<file path="src/rtl/stopwatch_core.sv">
// rtl/stopwatch_core.sv - MM:SS BCD stopwatch with pause/adjust and multiplexed seven-segment drive
module stopwatch_core (
    input  logic        clk,
    input  logic        rst,
    input  logic        tick_1hz,
    input  logic        tick_2hz,
    input  logic        tick_200hz,
    input  logic        tick_blink,
    input  logic        pause_pulse,
    input  logic        adj,
    input  logic        sel,
    output logic        paused,
    output logic [15:0] time_bcd,
    output logic [3:0]  an,
    output logic [6:0]  seg
);

    logic [3:0] min_tens, min_ones, sec_tens, sec_ones;
    logic       blink_phase;
    logic [1:0] digit_idx;

    logic run_inc, adj_sec_inc, adj_min_inc;
    logic sec_wrap, sec_step, min_step;

    logic [3:0] digit_val;
    logic [3:0] an_next;
    logic       blank;

    function automatic logic [6:0] decode(input logic [3:0] v);
        case (v)
            4'd0:    decode = 7'b1000000;
            4'd1:    decode = 7'b1111001;
            4'd2:    decode = 7'b0100100;
            4'd3:    decode = 7'b0110000;
            4'd4:    decode = 7'b0011001;
            4'd5:    decode = 7'b0010010;
            4'd6:    decode = 7'b0000010;
            4'd7:    decode = 7'b1111000;
            4'd8:    decode = 7'b0000000;
            4'd9:    decode = 7'b0010000;
            default: decode = 7'b1111111;
        endcase
    endfunction

    assign time_bcd = {min_tens, min_ones, sec_tens, sec_ones};

    // Ticks are qualified by the pre-toggle paused value, so a coincident
    // pause_pulse never masks or adds an increment on its own edge.
    always_comb begin
        run_inc     = ~paused & ~adj & tick_1hz;
        adj_sec_inc = ~paused &  adj &  sel & tick_2hz;
        adj_min_inc = ~paused &  adj & ~sel & tick_2hz;
        sec_wrap    = (sec_tens == 4'd5) && (sec_ones == 4'd9);
        sec_step    = run_inc | adj_sec_inc;
        min_step    = (run_inc & sec_wrap) | adj_min_inc;
    end

    always_ff @(posedge clk or posedge rst) begin
        if (rst) begin
            min_tens    <= 4'd0;
            min_ones    <= 4'd0;
            sec_tens    <= 4'd0;
            sec_ones    <= 4'd0;
            paused      <= 1'b0;
            blink_phase <= 1'b0;
            digit_idx   <= 2'd0;
        end else begin
            if (pause_pulse) paused <= ~paused;
            if (tick_blink) blink_phase <= ~blink_phase;
            if (tick_200hz) digit_idx <= digit_idx + 2'd1;

            if (sec_step) begin
                if (sec_ones == 4'd9) begin
                    sec_ones <= 4'd0;
                    sec_tens <= (sec_tens == 4'd5) ? 4'd0 : sec_tens + 4'd1;
                end else begin
                    sec_ones <= sec_ones + 4'd1;
                end
            end

            if (min_step) begin
                if (min_ones == 4'd9) begin
                    min_ones <= 4'd0;
                    min_tens <= (min_tens == 4'd5) ? 4'd0 : min_tens + 4'd1;
                end else begin
                    min_ones <= min_ones + 4'd1;
                end
            end
        end
    end

    always_comb begin
        digit_val = sec_ones;
        an_next   = 4'b1110;
        case (digit_idx)
            2'd0: begin digit_val = sec_ones; an_next = 4'b1110; end
            2'd1: begin digit_val = sec_tens; an_next = 4'b1101; end
            2'd2: begin digit_val = min_ones; an_next = 4'b1011; end
            2'd3: begin digit_val = min_tens; an_next = 4'b0111; end
            default: begin digit_val = sec_ones; an_next = 4'b1110; end
        endcase
        // Index 0/1 are the seconds digits, 2/3 the minutes digits.
        blank = adj & blink_phase & (sel ? ~digit_idx[1] : digit_idx[1]);
    end

    always_ff @(posedge clk or posedge rst) begin
        if (rst) begin
            an  <= 4'b1110;
            seg <= 7'b1000000;
        end else begin
            an  <= an_next;
            seg <= blank ? 7'b1111111 : decode(digit_val);
        end
    end

endmodule

</file>
<file path="config.mk">
export PLATFORM = sky130hd
export DESIGN_NAME = stopwatch_core
export DESIGN_NICKNAME = d
export VERILOG_FILES = /design/src/rtl/stopwatch_core.sv
export SDC_FILE = /design/constraint.sdc
export NUM_CORES = 1
export LEC_CHECK = 0
export CORE_MARGIN = 2
export CORE_UTILIZATION = 50
export CTS_BUF_LIST = sky130_fd_sc_hd__clkbuf_2
export DETAILED_ROUTE_END_ITERATION = 10
export GPL_TIMING_DRIVEN = 1
export PLACE_DENSITY = 0.79
export RECOVER_POWER = 50
export REMOVE_ABC_BUFFERS = 1
export SYNTH_ARGS = -nofsm -noshare
export SYNTH_HDL_FRONTEND = slang
export SYNTH_SLANG_ARGS = --single-unit
export TNS_END_PERCENT = 5
</file>
<file path="constraint.sdc">
create_clock -name clk -period 5.36 [get_ports clk]
set_clock_uncertainty 0.2 [all_clocks]
set_input_delay 1.072 -clock clk [delete_from_list [all_inputs] [get_ports clk]]
set_output_delay 1.072 -clock clk [all_outputs]
set_load 0.005 [all_outputs]
</file>
Yosys cells after proc, flatten, opt, wreduce, memory -nomap -nowiden

Memories as Yosys holds them, arrays and structs flattened.
Cells that the tools add are included.

Register bits after elaboration: 31
ROM bits: 112
Input bits: 9
Output and inout bits: 28
Logic and storage cells: 51
Memories: 1

Memories:

| name             | depth | bits a word | rd ports | clocked after Yosys merged registers in | wr ports | line | source |
|---|---|---|---|---|---|---|---|
| (name not given) | 16    | 7           | 1        | 0                                       | 0        | 30   | `case (v)` |

Add/subtract/negate cells: 5
Equality and inequality tests: 7
Multiplexer cells: 8
Bitwise operators: 17
Reduce and logical (&&, ||, !) cells: 4

Operators by type and width:

| kind                | number |
|---|---|
| $pmux 4 s4          | 2 |
| $add 4x1->4 const B | 4 |
| $mux 4              | 4 |
| $and 1x1->1         | 10 |
| $eq 4x3->1 const B  | 2 |
| $eq 4x4->1 const B  | 2 |
| $mux 7              | 1 |
| $not 1->1           | 5 |
| $eq 2x2->1 const B  | 2 |
| $reduce_and 2->1    | 2 |
| $add 2x1->2 const B | 1 |
| $eq 2x1->1 const B  | 1 |
| $logic_not 2->1     | 1 |
| $or 1x1->1          | 2 |
| $logic_and 1x1->1   | 1 |
| $mux 1              | 1 |

Logic depth before layout (Yosys ltp)

Depth in word-level cells: 6
Gate-level depth with buffers: 8
Mapped depth without buffers: 8

Worst setup path before layout

No wires, ideal clock.

Path kind: input port to flip-flop
Start point: in adj
End point: reg min_tens[1]
Library setup time: 125 ps
Data arrival time: 2391 ps
Required time: 5035 ps
Slack: 2644 ps
Stages on the path: 4
Path buffers: 0
Path through: or4bb_1 nor4_4 o211ai_2 mux2_4

Longest elaborated chain between the ends: 6
Elaborated cells on any way between the ends: 9
Classes of those cells: bitwise: 8; reduce/logical: 1

RTL lines:

| item                           | line | source |
|---|---|---|
| start, declared                | 10   | `input logic adj,` |
| $not 1->1                      | 50   | `run_inc = ~paused & ~adj & tick_1hz;` |
| $and 1x1->1 (2 in a row)       | 50   |  |
| $and 1x1->1                    | 55   | `min_step = (run_inc & sec_wrap) \| adj_min_inc;` |
| $or 1x1->1 (*)                 | 55   |  |
| $reduce_and 2->1 (no line) (*) | -    |  |
| end signal, assigned           | 84   | `min_tens <= (min_tens == 4'd5) ? 4'd0 : min_tens + 4'd1;` |
| end, declared                  | 18   | `logic [3:0] min_tens, min_ones, sec_tens, sec_ones;` |

Every way passes the cells marked *; elsewhere a longest branch is shown, timed or not.
A chain may end at the register's enable or synchronous reset.

Worst setup path after layout

Same ends and word-level chain as after synthesis.

==> qor.txt <==
Status: finished, final reports clean
Share of the synthesized area in the top cell type: 40.3%
Power per cell area: 590 nW/um^2
WL per Instance: 14.5 microns
Initial antenna violation count: 0
Crit path largest cell delay: 0.61 ns
Xor/xnor share of the synthesized area: 6.80%
Post-DP HPWL: 2.61 mm
Largest net degree at the start of global routing: 32
Hold slack: 0.292 ns
Critical Path Fanout Max: 9
Total wire length: 3.49 mm
Longest Clk Path Bufs: 2
Ys flop type: dfrtp_1
Full die area: 3830 sq um
Max VDD drop: 0.314 mV
H-tree depth: 2
Cell Rows: 21
Seq/Total Area, Yosys: 46.6%
Fin worst setup slack: 2.25 ns
ANT cells: 0
Achievable frequency: 322 MHz
Period utilization: 58.0%
Gate Count Post-Synth: 153
Startpoint types: input pin
Design Area, Final: 2140 sq um
Vias/cell: 5.59
Min-Delay Path Class: flip-flop to flip-flop
Post-synth design cell area: 1680 sq um
Drt pass-1 iters: 4
Global route overflow: 0
Fraction of layout instances using a drive strength above 1: 12.8%
Max Cap Viol: 0
Pre-CTS setup slack: 1.94 ns
Max_slew headroom: 23.6%
Crit path required time: 5.45 ns
EDFF count, synth: 0
Yosys Warn Count: 0
Area of the core: 3280 sq um
Slew Viols, Final: 0
Routability cong.: 0.840
Synth top area cells: dfrtp_1, dfstp_2, ha_1, xnor2_1, inv_1
Critical-path cell list: dlygate4sd3_1, or4bb_1, nor4_4, o211ai_2, mux2_4
DRC: 0
Adder-Cell Fraction of Synth Area: 5.23%
Critical path class: input pin to flip-flop
Fraction of registers with async set/reset: 100%
Root Driver: clkbuf_2
Fin. Hold Viols: 0
Area Overhead vs Synth: 27.9%
Distinct cells, synth: 46
Worst-Skew Late Latency: 0.38 ns
# setup viols final: 0
First-pass GRT wire length: 5.49 mm
Iter 0 DRT Violations: 67
Largest family of logic cells by synthesized area: compound AO/OA/AOI/OAI gates
Post-CTS sizing: 0
Synth Area in Simple Gates: 13.9%
Register area: 781 sq um
CTS tree: yes
Min Tclk post-route: 3.11 ns
Setup TNS: 0 ns
Die width: 61.9 microns
Reg2reg setup slack: 2.87 ns
Die H: 61.9 microns
Setup Fix Bufs, Post-CTS: 0
Vias in the first global route: 1232
RSZ-0062 raised after global routing: no
Cts bufs inserted: 5
Via count: 1347
# clock sinks: 31
Final core occ: 65.2%
Synthesized area per cell: 11.0 sq um
WP data arrival: 3.20 ns
Leakage: 0.918 nW
Mux cell area share after synthesis: 4.71%
Effective utilization at floorplan: 51.0%
Slowest CP cell: dlygate4sd3_1
Post-DP Area: 2080 sq um
Total GRT Usage: 20.3%
Yosys reg bits: 31
Clock transition at the registers of the reported paths: 0.15 ns
Worst slew pin tran: 1.15 ns
I/O Pins: 37
Post-synth top area cell: dfrtp_1
Multi-input gate area: 808 sq um
FILL cells: 269
CP Capture Type: flip-flop
Antenna Nets Post-Route: 0
CTS Hold Bufs: 0
I/O Buffers: 36
Synth Area in Compound Gates: 17.6%
Fin nets: 210
-- worst paths after layout --
kind,endpoint,start,depth (start not counted)
setup / recovery,min_tens[1],adj,5
hold / removal,blink_phase,blink_phase,1
setup reg to reg,seg[0],digit_idx[1],6
hold reg to reg,blink_phase,blink_phase,1
max in group asynchronous,min_ones[1],rst,2
min in group asynchronous,seg[5],rst,2
-- cells by family after synthesis --
kind of cell / after synthesis
DFF: 31
and+or+nand+nor: 35
xor gates and xnor gates: 13
adders and majority gates: 7
muxes: 7
buffers and inverters: 20
AOI/OAI and AO/OA: 40
-- cell usage in the layout (no fill, tap or decap), drive strengths merged, types with 5 or more instances in the layout --
cell type      count
a21oi             10
clkbuf             5
clkdlybuf4s50     31
dfrtp             27
dlygate4sd3        5
ha                 7
inv               16
nand2b             5
nand3              5
nor2               6
o21ai              9
xnor2              7
xor2               6
-- cell usage after synthesis (all sizes together), types with 2 or more instances --
library cell and number:
a211oi 4, dfrtp 27, ha 7, dfstp 4
a21oi 10, mux2i 3, nand3 5, inv 16
buf 2, xor2 6, o21ai 9, nor2b 2
and3 3, nand2 2, nor2 6, nand2b 5
and2 2, mux2 4, a222oi 4, xnor2 7
o211ai 2, o2111ai 3
-- metal layers --
layer	global-route usage (%)	vias up	part of all wire (%)
li1	-	638	-
met4	12.8	0	1.6
met5	0	-	0
met2	32.2	48	49
met3	4.76	6	6.5
met1	24.9	655	43
-- worst max-delay path: cells and delay by family --
kind	cells	cell delay [ns]
muxes	1	0.32
AOI/OAI and AO/OA	1	0.17
buffers and inverters	1	0.61
and+or+nand+nor	2	1.02
-- stage by stage --
step,cells,power [mW]
2_1_floorplan,150,0.825
3_3_place_gp,233,1.07
3_5_place_dp,233,1.11
4_1_cts,241,1.27
5_1_grt,241,1.36
6_report,241,1.26
-- layout make-up --
class | count | area share, %
timing repair buffer | 37 | 17.2
clock buffer | 5 | 1.17
tap | 46 | 2.69
sequential | 31 | 36.4
clock inverter | 3 | 1.81
multi-input combinational | 102 | 37.7
inverter | 17 | 2.98
-- state kept, by name, indices dropped and copies added (netlist names) --
register     count
sec_tens         4
min_tens         4
paused           1
blink_phase      1
seg              7
an               4
min_ones         4
digit_idx        2
sec_ones         4
-- power by group --
group	total (mW)	internal (mW)	switching, mW	leakage [nW]
clock	0.157	0.0767	0.0804	0.0404
sequential	0.454	0.345	0.109	0.366
combinational	0.653	0.347	0.306	0.511
total	1.26	0.769	0.495	0.918
(Power assumes the default switching activity.)
